[src/rtl/dds_sweep_ctrl_if.sv]
// Control/status bundle between a sweep master and dds_sweep_ctrl.
// The master modport drives the sweep request and config; the slave modport drives the DDS-facing outputs.
interface dds_sweep_ctrl_if #(
   parameter int M = 24,
   parameter int D = 16
);
   logic         start;
   logic         abort;
   logic         continuous;
   logic [M-1:0] f_start;
   logic [M-1:0] f_stop;
   logic [M-1:0] f_step;
   logic [D-1:0] dwell;
   logic [M-1:0] P;
   logic         ena_ac;
   logic         val_out;
   logic         step_tick;
   logic         busy;
   logic         done;

   modport master (
      output start, abort, continuous, f_start, f_stop, f_step, dwell,
      input  P, ena_ac, val_out, step_tick, busy, done
   );

   modport slave (
      input  start, abort, continuous, f_start, f_stop, f_step, dwell,
      output P, ena_ac, val_out, step_tick, busy, done
   );
endinterface

[src/rtl/dds_sweep_ctrl.sv]
// Chirp sequencer: steps the DDS phase increment from f_start toward f_stop, holding each value dwell+1 clocks.
// SWEEP_PINGPONG_EN: continuous sweeps reverse direction at the limit instead of reloading f_start.
module dds_sweep_ctrl #(
   parameter int M = 24,
   parameter int D = 16
) (
   input  logic             clk,
   input  logic             rst_n,
   dds_sweep_ctrl_if.slave  bus
);
   typedef enum logic [1:0] {S_IDLE, S_RUN, S_FIN} state_t;

   state_t       r_state;
   logic [M-1:0] r_p;
   logic [M-1:0] r_start;
   logic [M-1:0] r_stop;
   logic [M-1:0] r_step;
   logic [D-1:0] r_dwell;
   logic [D-1:0] r_cnt;
   logic         r_down;
   logic         r_cont;
   logic         r_ena;
   logic         r_val;
   logic         r_tick;
   logic         r_busy;
   logic         r_done;

   logic [M:0]   w_next;
   logic         w_end;

   // The extra MSB carries the overflow/borrow so a step past the numeric range ends the sweep
   always_comb begin
      w_next = r_down ? ({1'b0, r_p} - {1'b0, r_step}) : ({1'b0, r_p} + {1'b0, r_step});
      if (r_step == '0)
         w_end = 1'b0;
      else if (r_down)
         w_end = w_next[M] | (w_next[M-1:0] < r_stop);
      else
         w_end = w_next[M] | (w_next[M-1:0] > r_stop);
   end

   always_ff @(posedge clk or negedge rst_n) begin
      if (!rst_n) begin
         r_state <= S_IDLE;
         r_p     <= '0;
         r_start <= '0;
         r_stop  <= '0;
         r_step  <= '0;
         r_dwell <= '0;
         r_cnt   <= '0;
         r_down  <= 1'b0;
         r_cont  <= 1'b0;
         r_ena   <= 1'b0;
         r_val   <= 1'b0;
         r_tick  <= 1'b0;
         r_busy  <= 1'b0;
         r_done  <= 1'b0;
      end else begin
         r_tick <= 1'b0;
         r_done <= 1'b0;
         if (bus.abort) begin
            r_state <= S_IDLE;
            r_p     <= '0;
            r_ena   <= 1'b0;
            r_val   <= 1'b0;
            r_busy  <= 1'b0;
         end else begin
            case (r_state)
               S_IDLE: begin
                  if (bus.start) begin
                     r_start <= bus.f_start;
                     r_stop  <= bus.f_stop;
                     r_step  <= bus.f_step;
                     r_dwell <= bus.dwell;
                     r_cont  <= bus.continuous;
                     r_down  <= (bus.f_stop < bus.f_start);
                     r_p     <= bus.f_start;
                     r_cnt   <= bus.dwell;
                     r_ena   <= 1'b1;
                     r_val   <= 1'b1;
                     r_busy  <= 1'b1;
                     r_tick  <= 1'b1;
                     r_state <= S_RUN;
                  end
               end
               S_RUN: begin
                  if (r_cnt != '0) begin
                     r_cnt <= r_cnt - 1'b1;
                  end else if (!w_end) begin
                     r_p    <= w_next[M-1:0];
                     r_cnt  <= r_dwell;
                     r_tick <= 1'b1;
                  end else if (r_cont) begin
`ifdef SWEEP_PINGPONG_EN
                     // P stays on the last value; the swapped limits drive the return leg
                     r_down  <= ~r_down;
                     r_start <= r_stop;
                     r_stop  <= r_start;
`else
                     r_p     <= r_start;
`endif
                     r_cnt  <= r_dwell;
                     r_tick <= 1'b1;
                  end else begin
                     r_p     <= '0;
                     r_ena   <= 1'b0;
                     r_val   <= 1'b0;
                     r_busy  <= 1'b0;
                     r_done  <= 1'b1;
                     r_state <= S_FIN;
                  end
               end
               S_FIN:   r_state <= S_IDLE;
               default: r_state <= S_IDLE;
            endcase
         end
      end
   end

   assign bus.P         = r_p;
   assign bus.ena_ac    = r_ena;
   assign bus.val_out   = r_val;
   assign bus.step_tick = r_tick;
   assign bus.busy      = r_busy;
   assign bus.done      = r_done;
endmodule

[src/flat_wrapper.sv]
// flat-port wrapper written by rule: the top's interface ports become plain ports
module dds_sweep_ctrl_flat 
#(
   parameter int M = 24,
   parameter int D = 16
)
  (clk, rst_n, bus_start, bus_abort, bus_continuous, bus_f_start, bus_f_stop, bus_f_step, bus_dwell, bus_P, bus_ena_ac, bus_val_out, bus_step_tick, bus_busy, bus_done);
  dds_sweep_ctrl_if #(.M(M), .D(D)) bus_i ();
  input  logic clk;
  input  logic rst_n;
  input wire logic [$bits(bus_i.start)-1:0] bus_start;
  input wire logic [$bits(bus_i.abort)-1:0] bus_abort;
  input wire logic [$bits(bus_i.continuous)-1:0] bus_continuous;
  input wire logic [$bits(bus_i.f_start)-1:0] bus_f_start;
  input wire logic [$bits(bus_i.f_stop)-1:0] bus_f_stop;
  input wire logic [$bits(bus_i.f_step)-1:0] bus_f_step;
  input wire logic [$bits(bus_i.dwell)-1:0] bus_dwell;
  output wire logic [$bits(bus_i.P)-1:0] bus_P;
  output wire logic [$bits(bus_i.ena_ac)-1:0] bus_ena_ac;
  output wire logic [$bits(bus_i.val_out)-1:0] bus_val_out;
  output wire logic [$bits(bus_i.step_tick)-1:0] bus_step_tick;
  output wire logic [$bits(bus_i.busy)-1:0] bus_busy;
  output wire logic [$bits(bus_i.done)-1:0] bus_done;
  assign bus_i.start = bus_start;
  assign bus_i.abort = bus_abort;
  assign bus_i.continuous = bus_continuous;
  assign bus_i.f_start = bus_f_start;
  assign bus_i.f_stop = bus_f_stop;
  assign bus_i.f_step = bus_f_step;
  assign bus_i.dwell = bus_dwell;
  assign bus_P = bus_i.P;
  assign bus_ena_ac = bus_i.ena_ac;
  assign bus_val_out = bus_i.val_out;
  assign bus_step_tick = bus_i.step_tick;
  assign bus_busy = bus_i.busy;
  assign bus_done = bus_i.done;
  dds_sweep_ctrl #(.M(M), .D(D)) u_core (.clk(clk), .rst_n(rst_n), .bus(bus_i));
endmodule
[config.mk]
export PLATFORM = sky130hd
export DESIGN_NAME = dds_sweep_ctrl_flat
export DESIGN_NICKNAME = d
export VERILOG_FILES = /design/src/rtl/dds_sweep_ctrl_if.sv /design/src/rtl/dds_sweep_ctrl.sv /design/src/flat_wrapper.sv
export SDC_FILE = /design/constraint.sdc
export NUM_CORES = 1
export LEC_CHECK = 0
export BUFFER_PORTS_ARGS = -buffer_cell sky130_fd_sc_hd__buf_4
export CAP_MARGIN = 30
export CORE_MARGIN = 2
export CORE_UTILIZATION = 50
export DETAILED_ROUTE_END_ITERATION = 7
export MAX_ROUTING_LAYER = met4
export PLACE_DENSITY = 0.71
export SKIP_LAST_GASP = 1
export SYNTH_ARGS = -nofsm -noshare
export SYNTH_HDL_FRONTEND = slang
export SYNTH_SLANG_ARGS = --single-unit
export TNS_END_PERCENT = 50
[constraint.sdc]
create_clock -name clk -period 7.71 [get_ports clk]
set_input_delay 0.3855 -clock clk [delete_from_list [all_inputs] [get_ports clk]]
set_output_delay 0.3855 -clock clk [all_outputs]
set_load 0.05 [all_outputs]
# Yosys cells after proc, flatten, opt, wreduce, memory -nomap -nowiden

Cells that the tools add are included.

Flip-flop bits (word level): 135
Latch bits: 0
Bits in writable memories: 0
Memory bits (read-only): 0
Output and inout port bits: 29
Word-level logic and storage cells: 75
Memories: 0

Add/subtract/negate cells: 3
Multipliers: 0
Div/mod/pow operators: 0
$lt $le $gt $ge: 3
Equality and inequality tests: 7
Shift-type cells: 0
Mux-type cells: 37
Bitwise logic cells: 3
Reduce and logical (&&, ||, !) cells: 10

Operators by type and width:

| cell                                                   | number |
|---|---|
| two-way mux 24 bit                                     | 5 |
| two-way mux 16 bit                                     | 4 |
| less-than comparator 24 bit                            | 2 |
| case mux 24 bit (2 select lines)                       | 1 |
| case mux 16 bit (2 select lines)                       | 1 |
| adder 24 x 24 -> 25 bit                                | 1 |
| two-way mux 25 bit                                     | 1 |
| subtractor 24 x 24 -> 25 bit                           | 1 |
| greater-than comparator 24 bit                         | 1 |
| logical NOT 24 bit                                     | 1 |
| two-way mux 1 bit                                      | 17 |
| nonzero test 16 bit                                    | 1 |
| subtractor 16 x 1 -> 16 bit (second input constant)    | 1 |
| two-way mux 2 bit                                      | 5 |
| inequality test 3 bit (second input constant)          | 3 |
| AND reduction 4 bit                                    | 2 |
| AND reduction 3 bit                                    | 2 |
| AND reduction 5 bit                                    | 1 |
| inequality test 4 x 3 -> 1 bit (second input constant) | 1 |
| case mux 1 bit (2 select lines)                        | 2 |
| case mux 2 bit (2 select lines)                        | 1 |
| inequality test 3 x 2 -> 1 bit (second input constant) | 1 |
| nonzero test 3 bit                                     | 1 |
| equality test 2 x 1 -> 1 bit (second input constant)   | 1 |
| other kinds (5)                                        | 6 |

# Longest topological paths before layout

Word-level depth: 10
Mapped depth: 28
Mapped depth without buffers: 26

# Worst setup path after synthesis

No wires, ideal clock.

Path type: register -> register
Start: register u_core.r_step[5] (netlist name)
End: register u_core.r_dwell[0]
Data arrival time: 5,646 ps
Path slack: 1,942 ps
Cell stages (with the launch flop): 27
Path buffers: 2
Period minus slack after synthesis: 5,768 ps
Cell sequence: dfrtp_1 > or3_1 > nor4_1 > and2_1 > nor3b_1 > a21oi_1 > xnor2_1 > ha_1 > nand2_1 > a211oi_1 > a32oi_1 > o31a_4 > a211oi_1 > a21o_1 > a21oi_1 > xnor2_1 > ha_1 > nand4_1 > nor4_1 > o31a_1 > o21a_1 > o22ai_2 > or4_4 > and2_4 > buf_6 > buf_6 > a32o_1

RTL lines:

| element              | RTL line             | text |
|---|---|---|
| to (signal assigned) | dds_sweep_ctrl.sv:74 | `r_dwell <= bus.dwell;` |
| to (decl)            | dds_sweep_ctrl.sv:18 | `logic [D-1:0] r_dwell;` |

# Final worst setup path

Start: register u_core.r_step[5]
End: register u_core.r_p[0] (netlist: u_core.bus.P[0])

Word-level cells in the longest chain between the ends: 10
Elaborated cells on any way between the ends: 14

Ends and longest elaborated chain:

| element                                                                              | RTL line                                   | text |
|---|---|---|
| from (decl)                                                                          | dds_sweep_ctrl.sv:17                       | `logic [M-1:0] r_step;` |
| from (signal assigned)                                                               | dds_sweep_ctrl.sv:73                       | `r_step <= bus.f_step;` |
| adder 24 x 24 -> 25 bit / subtractor 24 x 24 -> 25 bit (equally long branches)       | dds_sweep_ctrl.sv:33                       | `w_next = r_down ? ({1'b0, r_p} - {1'b0, r_step}) : ({1'b0, r_p} + {1'b0, r_step});` |
| two-way mux 25 bit                                                                   | dds_sweep_ctrl.sv:33                       |  |
| greater-than comparator 24 bit / less-than comparator 24 bit (equally long branches) | dds_sweep_ctrl.sv:39, dds_sweep_ctrl.sv:37 |  |
| bitwise OR 1 bit, on equally long branches                                           | dds_sweep_ctrl.sv:39, dds_sweep_ctrl.sv:37 |  |
| two-way mux 1 bit                                                                    | dds_sweep_ctrl.sv:36                       | `else if (r_down)` |
| two-way mux 1 bit *                                                                  | dds_sweep_ctrl.sv:34                       | `if (r_step == '0)` |
| two-way mux 24 bit *                                                                 | dds_sweep_ctrl.sv:89                       | `end else if (!w_end) begin` |
| two-way mux 24 bit *                                                                 | dds_sweep_ctrl.sv:87                       | `if (r_cnt != '0) begin` |
| case mux 24 bit (2 select lines) *                                                   | dds_sweep_ctrl.sv:68                       | `case (r_state)` |
| two-way mux 24 bit *                                                                 | dds_sweep_ctrl.sv:61                       | `if (bus.abort) begin` |
| to (signal assigned)                                                                 | dds_sweep_ctrl.sv:77                       | `r_p <= bus.f_start;` |
| to (signal assigned)                                                                 | dds_sweep_ctrl.sv:90                       | `r_p <= w_next[M-1:0];` |
| to (signal assigned)                                                                 | dds_sweep_ctrl.sv:100                      | `r_p <= r_start;` |
| to (decl)                                                                            | dds_sweep_ctrl.sv:14                       | `logic [M-1:0] r_p;` |

Mark *: on every way between the ends. The rest lies on a longest branch, timed or not. The select of a mux whose other input is x is not followed.
A chain may end at the register's enable or synchronous reset.

==> results.cfg <==
[yosys]
syn_area_per_cell_um2 = 8.34
synth_most_common_cell = nand2_1
synth_seq_area_share = 0.378
ys_ff_latch = 135
yosys.area.top_type_share = 0.378
synth-main-ff-cell = dfrtp_1
async_flop_share = 1.00
synth_cell_types = 67
synth.area.top_cells = dfrtp_1, ha_1, nand2_1, o21ai_0, xnor2_1
netlist_instances = 1071
ys_warn_count = 0
syn_area_mm2 = 0.00893
synth-edff-count = 0
synth_common_cells = nand2_1, dfrtp_1, o21ai_0
syn-num-nets = 1239
yosysTopAreaCell = dfrtp_1

[drt]
num_vias = 8007
vias_per_cell = 5.69
ant_nets = 0
wl_um = 24800
firstDrtPassIters = 5
drc = 0
drt_iter0_markers = 524
wire_per_inst_um = 17.6

[power_and_ir_drop]
power.leakage_nw = 5.09
total_power_mw = 3.18
max-vdd-ir-drop_v = 0.000208
p_per_area_mw_per_mm2 = 300

[die]
core_mm2 = 0.0174
dieHeight_um = 138
die-area_mm2 = 0.0189
die_w_um = 138
start_util = 0.514
io_pins = 122
num_rows = 48

[place]
post-dp-hpwl_um = 18000
placedCellCount = 1372
port_buffers = 121
place.gp.congestion = 0.936

[timing]
setup_viol = 0
skew_ns = 0.0140
finalCritPeriodShare = 0.888
max_slew_margin = 0.364
finalCriticalPeriod_ns = 6.85
tightest_slew_ns = 0.953
hold_viol_final = 0
slew_violations = 0
tns_ns = 0
fmax_ghz = 0.146
rsz0062_at_grt = no

[worst_hold_path]
holdCritPathClass = in2reg

[final_layout]
diodes = 0
drive_gt1_frac = 0.162
syn_to_final_growth_pct = 18.5
fin_nets = 1336
finalNonFillerCells = 1406

[clock_tree]
cts_tree = built
cts.htree.levels = 4
cts_buffers = 17
ctsRootBufferMaster = clkbuf_16
cts.sinks = 135
clock_latency_ns = 0.44
path_clk_slew_ns = 0.06
clock_path_buffers = 2
post-cts-setup-buffers = 0

[grt]
grt_antenna_before_repair = 0
grt_first_pass_wirelength_um = 39600
gr-usage-all-layers = 0.281
grt-ovfl-total = 0
grt_max_degree = 77
grt_pass1_vias = 7632

[job]
drv_cap = 0

[critical_path]
critPathCaptureType = flop
path_class = reg2reg
crit_arrival_ns = 7.14
cp-start-kind = flop
path_max_fanout = 30
required_ns = 8.00

[status]
status = completed
==> cell usage in the layout (no fill, tap or decap), types with 39 or more instances in the layout <==
| cell | n |
|---|---|
| buf_4 | 130 |
| inv_1 | 67 |
| a21oi_1 | 67 |
| xnor2_1 | 39 |
| o21ai_0 | 108 |
| ha_1 | 74 |
| nor2_1 | 43 |
| dfrtp_1 | 135 |
| nand2_1 | 230 |
==> per-stage QoR <==
| stage | util | hold WS, ns | cell area, µm² | setup WS [ns] |
|---|---|---|---|---|
| after floorplan | - | 0.0899 | 8930 | 1.94 |
| after global placement | 0.575 | 0.395 | 9980 | 1.52 |
| after detailed placement | 0.575 | 0.394 | 9980 | 1.07 |
| after CTS | 0.608 | 0.132 | 10600 | 1.04 |
| after global routing | 0.610 | 0.133 | 10600 | 0.294 |
| final | 0.610 | 0.138 | 10600 | 0.865 |
==> timing repair <==
action / CTS / global route
hold buffers: 1 / 0
resized for setup: 0 / 0
hold endpoints to repair: 59 / 0
==> cells by family (layout without fill, tap and decap cells) <==
group / after synthesis / count (layout) / share of synthesized area
DFF: 135 / 135 / 0.378
adders and majority gates: 75 / 75 / 0.106
AOI/OAI and AO/OA: 302 / 302 / 0.213
buffers and inverters: 122 / 232 / 0.0541
and+or+nand+nor: 373 / 373 / 0.182
xor gates and xnor gates: 49 / 49 / 0.0481
muxes: 15 / 15 / 0.0181
==> path summary, 6_finish.rpt <==
check | to | cells after the start | start | slack [ns]
setup reg to reg | u_core.bus.P[0] | 24 | u_core.r_step[5] | 0.86
setup / recovery | u_core.bus.P[0] | 24 | u_core.r_step[5] | 0.86
min in group asynchronous | u_core.r_stop[17] | 2 | rst_n | 0.48
max in group asynchronous | u_core.r_step[8] | 4 | rst_n | 6.18
hold / removal | u_core.r_step[7] | 3 | bus_f_step[7] | 0.14
hold reg to reg | u_core.r_dwell[4] | 2 | u_core.r_dwell[4] | 0.47
==> flip-flops by register name, summed over array words and instances (netlist names) <==
signal,count
u_core.bus.done,1
u_core.r_dwell,16
u_core.r_stop,24
u_core.r_cont,1
u_core.bus.P,24
u_core.bus.step_tick,1
u_core.r_state,2
u_core.r_cnt,16
u_core.r_down,1
u_core.bus.ena_ac,1
u_core.r_step,24
u_core.r_start,24
==> critical path, stage by stage (launching register included) <==
cell	delay (ns)
dfrtp_1	0.42
or3_1	0.43
nor4_1	0.25
and2_1	0.27
nor3b_1	0.46
a21oi_1	0.16
xnor2_1	0.16
ha_1	0.40
nand2_1	0.08
a211oi_1	0.19
a32oi_1	0.11
o31a_4	0.15
a211oi_1	0.36
a21o_1	0.17
a21oi_1	0.07
xnor2_1	0.16
ha_1	0.30
nand4_1	0.14
nor4_1	0.43
o31a_1	0.22
o21ai_0	0.09
o22ai_2	0.40
or2_2	0.68
a211oi_1	0.17
o41ai_1	0.43
==> report_power, final <==
group / total [mW] / switching [mW] / internal [mW]
Combinational: 1.47 / 0.892 / 0.573
Clock: 0.780 / 0.331 / 0.449
Sequential: 0.932 / 0.106 / 0.826
==> final cells by class <==
cell class,count,area [µm²]
Sequential cell,135,3380
Inverter,67,251
Clock inverter,11,87.6
Fill cell,1565,6780
Tap cell,225,282
Clock buffer,21,480
Timing Repair Buffer,133,1020
Multi-Input combinational cell,814,5080
==> routing by layer <==
layer / wire [µm] / vias to the layer above / global-route usage
li1: - / 3937 / -
met1: 11500 / 3796 / 0.372
met2: 11600 / 237 / 0.442
met3: 1140 / 37 / 0.0493
met4: 437 / 0 / 0.0871
met5: 0 / - / -
Note: power is estimated with default switching activity, not from simulation.
